File: src/rtl/fc_mac_array.sv
// rtl/fc_mac_array.sv - LANES-wide broadcast MAC with length-programmed vectors; FC_MAC_SAT_EN enables saturating accumulators
module fc_mac_array #(
   parameter int DATA_W = 8,
   parameter int LANES  = 4,
   parameter int ACC_W  = 32,
   parameter int LEN_W  = 16
) (
   input  logic                     clk,
   input  logic                     reset_n,
   input  logic                     i_run,
   input  logic [LEN_W-1:0]         i_len,
   input  logic                     i_signed,
   input  logic                     i_valid,
   output logic                     o_ready,
   input  logic [DATA_W-1:0]        i_node,
   input  logic [LANES*DATA_W-1:0]  i_wegt,
   output logic                     o_valid,
   input  logic                     i_ready,
   output logic [LANES*ACC_W-1:0]   o_result,
   output logic                     o_busy,
   output logic [LANES-1:0]         o_sat
);

   localparam int PROD_W = 2 * DATA_W;

   typedef enum logic [1:0] {ST_IDLE, ST_RUN, ST_DRAIN, ST_DONE} state_t;

   state_t                          state_q, state_d;
   logic [LEN_W-1:0]                len_q, len_d;
   logic [LEN_W-1:0]                cnt_q, cnt_d;
   logic                            signed_q, signed_d;
   logic                            ready_q, ready_d;
   logic                            valid_q, valid_d;
   logic                            pvld_q, pvld_d;
   logic [LANES-1:0][PROD_W-1:0]    prod_q, prod_d;
   logic [LANES-1:0][ACC_W-1:0]     acc_q, acc_d;
   logic [LANES-1:0]                sat_q, sat_d;

   logic                            accept;
   logic [LEN_W-1:0]                cnt_inc;
   logic [PROD_W-1:0]               node_x;
   logic [LANES-1:0][PROD_W-1:0]    wegt_x;
   logic [LANES-1:0][PROD_W-1:0]    prod_now;
   logic [LANES-1:0][ACC_W-1:0]     addend;
   logic [LANES-1:0][ACC_W-1:0]     acc_sum;
   logic [LANES-1:0][ACC_W-1:0]     acc_fin;
   logic [LANES-1:0]                clamp;

   assign accept  = i_valid && ready_q;
   assign cnt_inc = cnt_q + LEN_W'(1);

   // Stage 1 operands: extending both to the full product width makes the low product bits correct in either mode
   always_comb begin
      node_x = signed_q ? PROD_W'($signed(i_node)) : PROD_W'(i_node);
      for (int k = 0; k < LANES; k++) begin
         wegt_x[k]   = signed_q ? PROD_W'($signed(i_wegt[k*DATA_W +: DATA_W]))
                                : PROD_W'(i_wegt[k*DATA_W +: DATA_W]);
         prod_now[k] = node_x * wegt_x[k];
      end
   end

   // Stage 2 add, with optional clamp to the mode's accumulator range
   always_comb begin
      for (int k = 0; k < LANES; k++) begin
         addend[k]  = signed_q ? ACC_W'($signed(prod_q[k])) : ACC_W'(prod_q[k]);
         acc_sum[k] = acc_q[k] + addend[k];
         acc_fin[k] = acc_sum[k];
         clamp[k]   = 1'b0;
`ifdef FC_MAC_SAT_EN
         if (signed_q) begin
            if ((acc_q[k][ACC_W-1] == addend[k][ACC_W-1]) &&
                (acc_sum[k][ACC_W-1] != acc_q[k][ACC_W-1])) begin
               clamp[k]   = 1'b1;
               acc_fin[k] = acc_q[k][ACC_W-1] ? {1'b1, {(ACC_W-1){1'b0}}}
                                              : {1'b0, {(ACC_W-1){1'b1}}};
            end
         end else if (acc_sum[k] < acc_q[k]) begin
            clamp[k]   = 1'b1;
            acc_fin[k] = '1;
         end
`endif
      end
   end

   // Control FSM and pipeline next-state; i_run overrides everything except an i_len=0 run from IDLE
   always_comb begin
      state_d  = state_q;
      len_d    = len_q;
      cnt_d    = cnt_q;
      signed_d = signed_q;
      ready_d  = ready_q;
      valid_d  = valid_q;
      pvld_d   = accept;
      prod_d   = accept ? prod_now : prod_q;
      acc_d    = acc_q;
      sat_d    = sat_q;

      if (pvld_q) begin
         acc_d = acc_fin;
         sat_d = sat_q | clamp;
      end

      case (state_q)
         ST_IDLE: begin
            ready_d = 1'b0;
            valid_d = 1'b0;
         end
         ST_RUN: begin
            if (accept) begin
               cnt_d = cnt_inc;
               if (cnt_inc == len_q) begin
                  state_d = ST_DRAIN;
                  ready_d = 1'b0;
               end
            end
         end
         ST_DRAIN: begin
            state_d = ST_DONE;
            valid_d = 1'b1;
         end
         ST_DONE: begin
            if (i_ready) begin
               state_d = ST_IDLE;
               valid_d = 1'b0;
            end
         end
         default: begin
            state_d = ST_IDLE;
            ready_d = 1'b0;
            valid_d = 1'b0;
         end
      endcase

      if (i_run && ((state_q != ST_IDLE) || (i_len != '0))) begin
         len_d    = i_len;
         signed_d = i_signed;
         cnt_d    = '0;
         pvld_d   = 1'b0;
         acc_d    = '0;
         sat_d    = '0;
         valid_d  = 1'b0;
         if (i_len != '0) begin
            state_d = ST_RUN;
            ready_d = 1'b1;
         end else begin
            state_d = ST_IDLE;
            ready_d = 1'b0;
         end
      end
   end

   // State registers with asynchronous clear
   always_ff @(posedge clk or negedge reset_n) begin
      if (!reset_n) begin
         state_q  <= ST_IDLE;
         len_q    <= '0;
         cnt_q    <= '0;
         signed_q <= 1'b0;
         ready_q  <= 1'b0;
         valid_q  <= 1'b0;
         pvld_q   <= 1'b0;
         prod_q   <= '0;
         acc_q    <= '0;
         sat_q    <= '0;
      end else begin
         state_q  <= state_d;
         len_q    <= len_d;
         cnt_q    <= cnt_d;
         signed_q <= signed_d;
         ready_q  <= ready_d;
         valid_q  <= valid_d;
         pvld_q   <= pvld_d;
         prod_q   <= prod_d;
         acc_q    <= acc_d;
         sat_q    <= sat_d;
      end
   end

   assign o_ready  = ready_q;
   assign o_valid  = valid_q;
   assign o_busy   = (state_q != ST_IDLE);
   assign o_result = acc_q;
   assign o_sat    = sat_q;

endmodule

File: config.mk
export PLATFORM = sky130hd
export DESIGN_NAME = fc_mac_array
export DESIGN_NICKNAME = d
export VERILOG_FILES = /design/src/rtl/fc_mac_array.sv
export SDC_FILE = /design/constraint.sdc
export NUM_CORES = 2
export LEC_CHECK = 0
export ABC_CLOCK_PERIOD_IN_PS = 16100
export CAP_MARGIN = 30
export CORE_MARGIN = 10
export CORE_UTILIZATION = 40
export CTS_CLUSTER_DIAMETER = 100
export DETAILED_ROUTE_END_ITERATION = 10
export GPL_TIMING_DRIVEN = 0
export PLACE_DENSITY_LB_ADDON = 0.25
export SETUP_SLACK_MARGIN = 0.5
export SKIP_LAST_GASP = 1
export SLEW_MARGIN = 25
export SYNTH_ARGS = -nofsm -noshare
export SYNTH_HDL_FRONTEND = slang
export SYNTH_SLANG_ARGS = --single-unit
File: constraint.sdc
create_clock -name clk -period 16.1 [get_ports clk]
set_clock_uncertainty 0.15 [all_clocks]
set_input_delay 3.22 -clock clk [delete_from_list [all_inputs] [get_ports clk]]
set_output_delay 3.22 -clock clk [all_outputs]
set_load 0.02 [all_outputs]
### Yosys cells after proc, flatten, opt, wreduce, memory -nomap -nowiden

Cells that the tools add are included.
W data, S select, Z words.

* $add $sub $neg: 5
* multiply operators: 4
* equal/unequal tests: 7
* mux-type cells: 29
* reductions and logical operators: 16

Operator list (number)
* $mux W128: 2
* $add A32 B32 Y32: 4
* $mux W16: 8
* $mux W32: 4
* $mul A16 B16 Y16: 4
* $add A16 B1 Y16 const B: 1
* $eq A16 B16 Y1: 1
* $reduce_bool A16 Y1: 1
* $ne A3 B3 Y1 const B: 3
* $mux W1: 8
* $mux W2: 4
* $reduce_bool A2 Y1: 4
* $reduce_bool A4 Y1: 2
* $pmux W2 S3: 1
* $eq A2 B2 Y1 const B: 2
* $reduce_and A2 Y1: 2
* $reduce_and A4 Y1: 1
* $pmux W1 S3: 1
* $reduce_and A3 Y1: 1
* $reduce_bool A3 Y1: 1
* $eq A2 B1 Y1 const B: 1
* $logic_and A1 B1 Y1: 2
* $logic_not A2 Y1: 1
* $pmux W1 S2: 1
* $logic_or A1 B1 Y1: 1

* bits in registers: 230
* output and inout bits: 135
* word-level logic and storage cells: 76

### Longest topological paths before layout

* word-level depth: 6
* gate-level depth with buffers: 24
* depth with buffers taken out: 22

### Worst setup path before layout

OpenSTA, ideal clock, no wires.

* path type: in2reg
* start: in i_node[7]
* end: reg prod_q[14] (netlist bit)
* library setup time: 136 ps
* data arrival time: 8499 ps
* data required time: 15814 ps
* path slack: 7315 ps
* stages on the path: 20
* cell sequence: and2_1 > clkbuf_1 > buf_1 > nand2_1 > fa_1 > fa_1 > inv_1 > fa_1 > inv_1 > fa_1 > inv_1 > fa_1 > fa_1 > ha_1 > and3_1 > a21oi_1 > o21ai_0 > o41ai_1 > xnor2_1 > o21ai_0

* word-level cells in the longest chain between the ends: 2

Ends and longest elaborated chain
* start: declaration: line 15 `input logic [DATA_W-1:0] i_node,`
* $mux W16: line 54 `node_x = signed_q ? PROD_W'($signed(i_node)) : PROD_W'(i_node);`
* $mul A16 B16 Y16: line 58 `prod_now[k] = node_x * wegt_x[k];`
* end signal: assignment: line 173 `prod_q <= prod_d;`
* end: declaration: line 35 `logic [LANES-1:0][PROD_W-1:0] prod_q, prod_d;`

No other way between the ends.
A chain may end at the register's enable or synchronous reset.

### Worst setup path after layout

Same ends and word-level chain as after synthesis.

==> parameters.txt <==
Parameter                              Value

Clock network
  Post CTS Setup Buffer Count ... 0
  Count of H-tree levels built during CTS ... 1
  Number of buffers inserted for hold repair after clock tree synthesis ... 0
  Root buffer cell ... sky130_fd_sc_hd__clkbuf_16
  Maximum count of clock buffers along a single path ... 3
  Reg clk slew, reported paths ... 60 ps
  Clock latency of the later-clocked register in the worst-skew pair ... about 560 ps
  Clock tree from TritonCTS ... built
  Number of gates resized after cts ... 0
  Clock buffer count from CTS ... 26
  Number of sinks handled by clock tree synthesis ... 230

Power
  Peak VDD IR ... ~0.097 mV
  Leakage power ... 16.3 nW
  Power per standard cell area ... 121 nW/µm²

Synthesis
  Xor/xnor share of the synthesized area ... 0.0721
  Seq cells post-synth ... between 200 and 250
  Fraction of the mapped netlist area in compound gates ... 0.130
  Cell type with the largest total area after synthesis ... sky130_fd_sc_hd__dfrtp_1
  Multiplexer area fraction after synthesis ... 0.0294
  Biggest area contributors in the synthesized netlist ... sky130_fd_sc_hd__dfrtp_1 (19%), sky130_fd_sc_hd__fa_1 (19%), sky130_fd_sc_hd__ha_1 (14%), sky130_fd_sc_hd__inv_1 (6.2%), sky130_fd_sc_hd__xnor2_1 (5.1%)
  Number of synthesized flops with an enable pin ... 0
  Adder and majority gate portion of the synthesized area ... 0.332
  Post-Synth Simple-Gate Area ... 0.165
  Ys Warns ... 0
  Share of flip-flops with an asynchronous set or reset ... 1.00
  Post-synth top area share ... 0.194
  Netlist cell types ... 80
  Post-Syn Area ... just under 30000 µm²
  Portion of the post-synthesis area used by sequential elements ... 0.194
  Post-Synthesis Mean Instance Area ... about 8.7 µm²
  Dominant combinational cell family by area after synthesis ... adder cells
  Synth Flop Type ... sky130_fd_sc_hd__dfrtp_1
  Post-synthesis instance total ... approximately 3400

Route
  Routed wire length ... 85900 µm
  DRC ... 0
  Detailed Routing Iterations Pass 1 ... 5
  Iteration-0 DRC count of the detailed router ... 1341
  Via total after detailed routing ... 24000
  Antenna-violating nets left ... 0
  Avg Vias per Cell ... 5.21
  Final routed wire length divided by cell count ... 18.7 µm

STA
  Minimum clock period ... 10160 ps
  Relative slew slack ... 0.300
  Transition at the pin with the smallest max-transition slack ... roughly 1100 ps
  Number of setup violations in the final report ... 0
  F_max ... 98.4 MHz
  Final-layout setup total negative slack ... 0 ps
  Smallest hold slack ... approximately 340 ps
  RSZ-0062 raised after global routing ... no
  Final Max Slew Viols ... 0
  Share of the cycle needed by the critical path after routing ... 0.631
  Endpoints failing hold ... 0

Flow run
  Max-cap violations ... 0

Critical path
  Worst path most repeated cell ... sky130_fd_sc_hd__fa_1
  Endpoint type of the worst setup path ... flop
  Worst EP arrival ... about 10000 ps
  Delay contributed by the slowest stage of the critical path ... 670 ps
  Startpoint Class ... primary input
  Category of cells accounting for the largest share of critical-path delay ... adder cells
  Chain of cells forming the critical path ... clkdlybuf4s50_1, and2_1, clkbuf_1, buf_1, nand2_1, fa_1, fa_1, inv_1, fa_1, inv_1, fa_1, inv_1, fa_1, fa_1, ha_1, and3_1, a21oi_1, o21ai_0, o41ai_1, xnor2_1, o21ai_0
  Slowest library cell on the worst path ... sky130_fd_sc_hd__fa_1
  Data required time of the worst path ... 16350 ps
  Crit Path Category ... primary input to flop
  Number of buffers and inverters on the critical path ... 6
  Critical Path Fanout Max ... 10

Placed design
  Number of buffers inserted by port buffering ... 191
  Final RePlAce weighted congestion ... 0.899
  Inst Count DP ... 4554
  DP Wirelength ... 69700 µm

Finish
  Layout area overhead ... 13.9%
  Share of cells above drive strength 1 ... 0.0255
  Number of nets at the end of the flow ... 4305
  Non-filler instance count after layout ... approximately 4600

Floorplan
  Horizontal die dimension ... 292 µm
  Total core area ... about 73000 µm²
  Initial core utilization ... 0.405
  Boundary Pins ... about 200
  DIE HEIGHT ... 292 µm
  Die Footprint ... 85400 µm²
  Placement Rows ... 99

GRT
  Number of antenna violations at the first check in global routing ... 4
  Remaining global-route overflow ... 0
  Combined global-route utilization of all metal layers ... 0.199
  Global-route wire length before repair ... about 140000 µm
  Via count of the first global-routing pass ... 24000
  Pin count of the biggest net entering global routing ... between 80 and 90

Outcome
  Outcome ... finished, final reports clean

Worst hold path
  Hold Path Class ... flop to flop
## worst register-to-register path: stages, from the launching register on
cell                       delay [ps]
sky130_fd_sc_hd__dfrtp_1          570
sky130_fd_sc_hd__clkbuf_1         470
sky130_fd_sc_hd__buf_6            240
sky130_fd_sc_hd__clkbuf_1         560
sky130_fd_sc_hd__clkbuf_1         730
sky130_fd_sc_hd__nand2_1          320
sky130_fd_sc_hd__nor2_1           180
sky130_fd_sc_hd__ha_1             210
sky130_fd_sc_hd__inv_1            160
sky130_fd_sc_hd__fa_1             510
sky130_fd_sc_hd__inv_1             60
sky130_fd_sc_hd__fa_1             490
sky130_fd_sc_hd__inv_1             50
sky130_fd_sc_hd__fa_1             530
sky130_fd_sc_hd__inv_1             50
sky130_fd_sc_hd__fa_1             470
sky130_fd_sc_hd__inv_1             50
sky130_fd_sc_hd__fa_1             490
sky130_fd_sc_hd__inv_1             50
sky130_fd_sc_hd__ha_1             340
sky130_fd_sc_hd__and2_1           180
sky130_fd_sc_hd__o21a_1           160
sky130_fd_sc_hd__a41o_1           220
sky130_fd_sc_hd__o41a_1           320
sky130_fd_sc_hd__xnor2_1          220
sky130_fd_sc_hd__o21ai_0          100
## metal layers
metal,track usage,wire (µm)
met5,0,13
met4,0.0580,2590
met3,0.0221,3980
met2,0.338,40600
met1,0.264,38700
## layout by cell type (no fill, tap or decap), drive strengths merged, types with 7 or more instances in the layout
cell,count
xnor2,172
a211oi,30
nand2,309
mux2,16
fa,278
clkdlybuf4s50,190
or2,12
nor2b,20
buf,26
o21a,29
and3,42
a31oi,24
o41ai,7
xor2,72
nor4,10
o211ai,14
nand3,60
a21o,62
clkbuf,135
dfrtp,230
nor3,36
clkinv,7
o22ai,8
o21ai,179
nand4,13
nand2b,29
nor2,216
and2,213
or3,12
a21oi,145
o21bai,28
o31ai,13
mux2i,69
inv,490
ha,341
## registers in the layout (all words and copies together), names as in the netlist
register	flops
o_result	128
prod_q	64
cnt_q	16
len_q	16
state_q	2
o_ready	1
o_valid	1
pvld_q	1
signed_q	1
## final timing paths
kind,from,endpoint,slack [ps],cells after the start
setup / recovery,i_node[7],prod_q[14],5940,21
hold / removal,prod_q[48],prod_q[48],340,2
setup reg to reg,signed_q,prod_q[31],8080,25
hold reg to reg,prod_q[48],prod_q[48],340,2
max in group asynchronous,reset_n,prod_q[40],12130,3
min in group asynchronous,reset_n,len_q[14],2460,1
## through the flow
stage	utilization	power (mW)	setup slack, ps	cell area (µm²)
after floorplan	-	2.71	7320	29700
after global placement	0.448	3.40	1340	32800
after detailed placement	0.449	3.44	5370	32900
after CTS	0.461	4.09	5940	33800
final	0.461	4.08	5940	33800
after global routing	0.461	4.50	5560	33800
## layout make-up
type | count | area (µm²)
antenna | 2 | 5.00
buffer | 119 | 467
clock buffer | 35 | 756
clock inverter | 11 | 140
fill | 7195 | 39400
inverter | 490 | 1840
multi-input combinational | 2560 | 21600
sequential | 230 | 5760
tap | 959 | 1200
timing repair buffer | 197 | 2020
## kinds of logic after synthesis
group,count (synthesis)
simple gates,1001
fa+ha+maj,619
buf+inv,609
compound gates,607
xor+xnor,244
flops,230
mux,85
other cells,1
## where the power goes
part / internal [mW] / leakage, nW / total (mW) / switching, mW
Clock: 0.376 / 0.443 / 0.634 / 0.258
Sequential: 0.682 / 3.04 / 0.778 / 0.0961
Combinational: 1.12 / 12.8 / 2.67 / 1.54
## cells in the mapped netlist (14+ instances only)
cell type,instances
sky130_fd_sc_hd__and2_1,211
sky130_fd_sc_hd__nand2b_1,29
sky130_fd_sc_hd__a31oi_1,24
sky130_fd_sc_hd__clkbuf_1,100
sky130_fd_sc_hd__nor2b_1,20
sky130_fd_sc_hd__a21o_1,62
sky130_fd_sc_hd__o21ai_0,169
sky130_fd_sc_hd__a211oi_1,29
sky130_fd_sc_hd__o21a_1,29
sky130_fd_sc_hd__o211ai_1,14
sky130_fd_sc_hd__nand3_1,60
sky130_fd_sc_hd__fa_1,278
sky130_fd_sc_hd__a21oi_1,144
sky130_fd_sc_hd__nand2_1,309
sky130_fd_sc_hd__nor3_1,36
sky130_fd_sc_hd__o21bai_1,28
sky130_fd_sc_hd__dfrtp_1,230
sky130_fd_sc_hd__inv_1,489
sky130_fd_sc_hd__mux2i_1,69
sky130_fd_sc_hd__ha_1,341
sky130_fd_sc_hd__nor2_1,216
sky130_fd_sc_hd__mux2_2,16
sky130_fd_sc_hd__xnor2_1,172
sky130_fd_sc_hd__and3_1,42
sky130_fd_sc_hd__xor2_1,72
(Power assumes the default switching activity.)
